### src/rtl/aes_tb_pkg.sv
// Shared types and constants for the AES-128 stimulus/response path.
// Latency: n/a (declarations only).
// Backpressure: n/a.
package aes_tb_pkg;

  localparam int AES_KEY_SIZE      = 128;
  localparam int AES_CYCLE_LATENCY = 21;

  // Feedback taps 127, 125, 100, 98; the stimulus lfsr uses the same polynomial,
  // so both sides read it from here and cannot drift apart.
  localparam logic [AES_KEY_SIZE-1:0] LFSR_TAP_MASK =
      (128'd1 << 127) | (128'd1 << 125) | (128'd1 << 100) | (128'd1 << 98);

  typedef enum logic [1:0] {
    ST_IDLE    = 2'd0,
    ST_FILL    = 2'd1,
    ST_COMPACT = 2'd2,
    ST_DONE    = 2'd3
  } misr_state_e;

endpackage

### src/rtl/misr_step.sv
// Next-state function of a multiple-input signature register.
// Latency: combinational.
// Backpressure: none; caller decides when to commit the result.
module misr_step #(
  parameter int W = 128
) (
  input  logic [W-1:0] i_sig,
  input  logic [W-1:0] i_data,
  input  logic [W-1:0] i_mask,
  output logic [W-1:0] o_sig
);

  logic fb;

  // Shift in the parity of the tapped bits, then fold the new data word on top.
  always_comb begin
    fb    = ^(i_sig & i_mask);
    o_sig = {i_sig[W-2:0], fb} ^ i_data;
  end

endmodule

### src/rtl/aes_resp_misr.sv
// AES response compactor: skips pipeline fill, folds N blocks into a MISR, compares to golden.
// Latency: done visible LATENCY+N enabled cycles after start (1 cycle when N=0).
// Backpressure: i_enable=0 freezes counters and signature; i_start ignored while busy.
module aes_resp_misr
  import aes_tb_pkg::*;
#(
  parameter int                   NUM_BITS = AES_KEY_SIZE,
  parameter int                   LATENCY  = AES_CYCLE_LATENCY,
  parameter logic [NUM_BITS-1:0]  TAP_MASK = LFSR_TAP_MASK,
  parameter logic [NUM_BITS-1:0]  SIG_SEED = '0,
  parameter int                   CNT_W    = 32
) (
  input  logic                clk,
  input  logic                rst_n,
  input  logic                i_start,
  input  logic [CNT_W-1:0]    i_num_tests,
  input  logic                i_enable,
  input  logic [NUM_BITS-1:0] i_data,
  input  logic [NUM_BITS-1:0] i_expected_sig,
  output logic                o_busy,
  output logic                o_done,
  output logic                o_pass,
  output logic [NUM_BITS-1:0] o_signature,
  output logic [CNT_W-1:0]    o_count
);

  localparam int FILL_W = $clog2(LATENCY + 1);
  // Fill ends on the enabled edge that moves the counter to LATENCY-1, so the
  // first absorb lands exactly LATENCY enabled edges after the start edge.
  localparam logic [FILL_W-1:0] FILL_LAST = FILL_W'(LATENCY - 2);

  misr_state_e          state_q, state_d;
  logic [FILL_W-1:0]    fill_cnt_q, fill_cnt_d;
  logic [NUM_BITS-1:0]  sig_q, sig_d;
  logic [CNT_W-1:0]     count_q, count_d;
  logic [CNT_W-1:0]     num_q, num_d;
  logic                 busy_q, busy_d;
  logic                 done_q, done_d;
  logic                 pass_q, pass_d;

  logic [NUM_BITS-1:0]  sig_step;
  logic [CNT_W-1:0]     count_inc;

  misr_step #(
    .W (NUM_BITS)
  ) u_misr_step (
    .i_sig  (sig_q),
    .i_data (i_data),
    .i_mask (TAP_MASK),
    .o_sig  (sig_step)
  );

  assign count_inc = count_q + CNT_W'(1);

  // Next-state logic for the run FSM, counters, signature and status flags.
  always_comb begin
    state_d    = state_q;
    fill_cnt_d = fill_cnt_q;
    sig_d      = sig_q;
    count_d    = count_q;
    num_d      = num_q;
    busy_d     = busy_q;
    done_d     = done_q;
    pass_d     = pass_q;

    unique case (state_q)
      ST_IDLE, ST_DONE: begin
        if (i_start) begin
          num_d      = i_num_tests;
          sig_d      = SIG_SEED;
          count_d    = '0;
          fill_cnt_d = '0;
          done_d     = 1'b0;
          pass_d     = 1'b0;
          if (i_num_tests == '0) begin
            // Nothing to absorb: the seed itself is the final signature.
            state_d = ST_DONE;
            busy_d  = 1'b0;
            done_d  = 1'b1;
            pass_d  = (SIG_SEED == i_expected_sig);
          end else begin
            state_d = ST_FILL;
            busy_d  = 1'b1;
          end
        end
      end

      ST_FILL: begin
        if (i_enable) begin
          fill_cnt_d = fill_cnt_q + FILL_W'(1);
          if (fill_cnt_q == FILL_LAST) begin
            state_d = ST_COMPACT;
          end
        end
      end

      ST_COMPACT: begin
        if (i_enable) begin
          sig_d   = sig_step;
          count_d = count_inc;
          if (count_inc == num_q) begin
            state_d = ST_DONE;
            busy_d  = 1'b0;
            done_d  = 1'b1;
            pass_d  = (sig_step == i_expected_sig);
          end
        end
      end

      default: begin
        state_d = ST_IDLE;
      end
    endcase
  end

  // State register; reset aborts any run and discards the partial signature.
  always_ff @(posedge clk or negedge rst_n) begin
    if (!rst_n) begin
      state_q    <= ST_IDLE;
      fill_cnt_q <= '0;
      sig_q      <= SIG_SEED;
      count_q    <= '0;
      num_q      <= '0;
      busy_q     <= 1'b0;
      done_q     <= 1'b0;
      pass_q     <= 1'b0;
    end else begin
      state_q    <= state_d;
      fill_cnt_q <= fill_cnt_d;
      sig_q      <= sig_d;
      count_q    <= count_d;
      num_q      <= num_d;
      busy_q     <= busy_d;
      done_q     <= done_d;
      pass_q     <= pass_d;
    end
  end

  assign o_busy      = busy_q;
  assign o_done      = done_q;
  assign o_pass      = pass_q;
  assign o_signature = sig_q;
  assign o_count     = count_q;

endmodule
### config.mk
export PLATFORM = sky130hd
export DESIGN_NAME = aes_resp_misr
export DESIGN_NICKNAME = d
export VERILOG_FILES = /design/src/rtl/aes_tb_pkg.sv /design/src/rtl/misr_step.sv /design/src/rtl/aes_resp_misr.sv
export SDC_FILE = /design/constraint.sdc
export NUM_CORES = 1
export LEC_CHECK = 0
export ABC_AREA = 1
export ABC_CLOCK_PERIOD_IN_PS = 5800
export CORE_MARGIN = 2
export CORE_UTILIZATION = 30
export DETAILED_ROUTE_END_ITERATION = 12
export PLACE_DENSITY = 0.62
export SLEW_MARGIN = 30
export SYNTH_ARGS = -nofsm -noshare
export SYNTH_HDL_FRONTEND = slang
export SYNTH_SLANG_ARGS = --single-unit
### constraint.sdc
create_clock -name clk -period 5.8 [get_ports clk]
set_input_delay 1.74 -clock clk [delete_from_list [all_inputs] [get_ports clk]]
set_output_delay 1.74 -clock clk [all_outputs]
set_load 0.02 [all_outputs]
==> impl_results.md <==
* Top cells by area, synth: dfrtp_1 (39%), nand2_1 (17%), xnor2_1 (6.8%)
* Initial antenna violation count at 14
* Slowest CP cell: clkdlybuf4s50_1
* DR vias at 14300
* Sw Share at 0.461
* CTS Buf Count at 26
* Final Max Slew Viols at 0
* Status: completed
* CTS resizes at 0
* Predominant post-synthesis flop cell: dfrtp_1
* CP bufs+invs at 1
* Clock root buffer: clkbuf_16
* Yosys cell types at 34
* GR Layer Usage met3 at 0.0582
* Worst min-delay path class: reg2reg
* Final ANT Viol Nets at 0
* Setup Total Neg Slack at 0 ns
* Worst-path fanout max at 4
* Initial core utilization at 0.302
* Cells along the critical path: clkdlybuf4s50_1
* Flop pwr share at 0.286
* Iter 0 DRT Violations at 1141
* Die width at 211 µm
* Clk sinks at 202
* Pin count of the biggest net entering global routing at 92
* Family with the most delay on the worst path: buffers and inverters
* Cell count after synthesis at 1778
* Post-synth EDFFs at 0
* MaxCap Viol Count at 0
* Via/cell ratio at 5.10
* Async set-or-reset flop fraction in the synthesized netlist at 1.00
* Area of the mapped netlist at 12900 µm²
* CTS tree: done
* Power Density at 406 nW/µm²
* Met2 Track Usage GR at 0.487
* P_sw at 3.55 mW
* Core area at 42800 µm²
* Depth of the CTS H-tree at 1
* Synth area leader: dfrtp_1
* Pleak at 8.46 nW
* GRT overflow at 0
* Ratio of cells with drive above 1 in the final layout at 0.0477
* Post-synthesis net count at 2075
* WS Path Type: reg2out
* Gr usage total at 0.279
* Commonest non-fill, non-tap cells in the layout: nand2_1 (576), clkdlybuf4s50_1 (453), dfrtp_1 (202), inv_1 (168), nor2_1 (148)
* Area grow syn2layout at 46.7%
* Final Critical Period at 3.53 ns
* DIE HEIGHT at 211 µm
* Req. time, crit path at 4.06 ns
* Final setup fails at 0
* Postcts setup bufs at 0
* WL final at 63.7 mm
* Crit path capture type: output pin
* Worst vdd ir at 0.329 mV
* I/O Pins at 455
* Clock power share at 0.212
* NumNets Final at 2522
* Combinational Power Share at 0.502
* Avg WL per Cell at 22.7 µm
* Syn avg cell area at 7.26 µm²
* RD Place Congestion at 0.986
* Vias in the first global route at 14100
* Ys Warns at 0
* Deepest clock path buffer count at 3
* Slew Limit Headroom at 0.422
* CP startpoint kind: flip-flop
* Period utilisation layout at 0.608
* DRC errors left at 0
* Synth top area share at 0.391
* F_max at 284 MHz
* RSZ-0062 raised after global routing: false
* Post-synthesis sequential area ratio at 0.391
* Worst EP arrival at 1.79 ns
* M1 GR Usage at 0.325
* Pre-antenna DRT Iters at 5
* First-pass GRT wire length at 91.2 mm
* Internal at 4.15 mW
* Synth Register Bits at 202
* Insertion delay to the later sink of the worst-skew pair at 0.56 ns
* Die Area at 44700 µm²
* Most used routing layer: met2
* Filler instances at 4343
* Worst-margin pin slew at 0.868 ns
* Row count at 76
* Worst Skew at 0.0181 ns
* Hold-fix buffers, CTS at 0
* Clk slew on worst S/H paths at 0.06 ns
* Fin. Hold Viols at 0
* Final core utilization at 0.443
* Commonest non-fill, non-tap cell in the layout: nand2_1
* CP max stage delay at 0.74 ns
* HPWL after DPL at 52.0 mm
* Port Buffers at 454
final timing paths:
path / startpoint / end / slack [ns] / cells past startpoint
setup / recovery: o_signature[100] / o_signature[100] / 2.27 / 1
hold / removal: o_busy / o_busy / 0.48 / 2
setup reg to reg: state_q[0] / o_count[7] / 3.15 / 6
hold reg to reg: o_busy / o_busy / 0.48 / 2
max in group asynchronous: rst_n / o_signature[46] / 3.59 / 2
min in group asynchronous: rst_n / num_q[0] / 1.20 / 1
logic make-up after synthesis:
group,count (synthesis),share of synthesized area
and+or+nand+nor,980,0.329
xor gates and xnor gates,195,0.133
DFF,202,0.391
AOI/OAI and AO/OA,172,0.0715
adders and majority gates,5,0.00484
buffers and inverters,217,0.0638
muxes,7,0.00610
tightest hold or removal path, delay by kind of cell (launching register included):
kind	cells	cell delay (ns)
AND/OR/NAND/NOR	2	0.10
flip-flops	1	0.34
cell type report:
cell class,instances,area (µm²),share of cell area
inverter,172,648,0.0342
timing repair buffer,464,4650,0.245
sequential,202,5050,0.267
clock buffer,42,781,0.0412
clock inverter,6,68.8,0.00363
antenna,7,17.5,0.000924
tap,546,683,0.0361
multi-input combinational,1359,7050,0.372
power by group through the flow:
stage / registers, mW / logic, mW / clock network [mW]
6_report: 2.20 / 3.86 / 1.63
5_1_grt: 2.24 / 4.14 / 1.72
4_1_cts: 2.20 / 3.84 / 1.66
3_5_place_dp: 2.21 / 3.83 / 0
3_3_place_gp: 2.21 / 3.78 / 0
2_1_floorplan: 2.40 / 1.87 / 0
layer usage:
layer / up-vias / routed length, µm / share of wire
met5: - / 97 / 0.0015
met4: 14 / 3710 / 0.058
met3: 155 / 5140 / 0.081
met2: 714 / 31200 / 0.49
met1: 6796 / 23500 / 0.37
li1: 6590 / - / -
Yosys cell counts, types with 2 or more instances:
cell type,number
o21ai_0,95
nand3b_1,5
a21oi_1,25
mux2_2,7
nand2_1,577
nor4_1,31
and2_1,2
nand2_2,9
nor3_1,9
inv_2,3
xnor2_1,100
nor2_2,9
ha_1,5
or2_2,6
o21ai_1,5
o22ai_1,46
nand2b_1,4
nor2_8,2
nand2_4,5
xor2_1,94
inv_1,169
nand3_1,129
nand3_2,3
nor2_1,148
clkbuf_1,43
nand4_1,30
dfrtp_1,202
and3_1,2
nor2_4,8
per-stage QoR:
stage / hold slack, ns / setup slack [ns] / instances / power, mW / instance area [µm²]
3_3_place_gp: 0.465 / 1.74 / 2743 / 5.99 / 18100
5_1_grt: 0.512 / 2.18 / 2794 / 8.09 / 18900
6_report: 0.481 / 2.27 / 2798 / 7.69 / 18900
4_1_cts: 0.489 / 2.26 / 2791 / 7.70 / 18900
3_5_place_dp: 0.474 / 1.71 / 2743 / 6.04 / 18100
2_1_floorplan: 0.455 / 2.73 / 1778 / 4.27 / 12900
sequential cells by signal (all words and copies together) (netlist names):
| name | cells |
|---|---|
| o_pass | 1 |
| fill_cnt_q | 5 |
| state_q | 2 |
| o_signature | 128 |
| o_done | 1 |
| o_count | 32 |
| num_q | 32 |
| o_busy | 1 |
No activity file was read; power rests on OpenSTA's default activity.
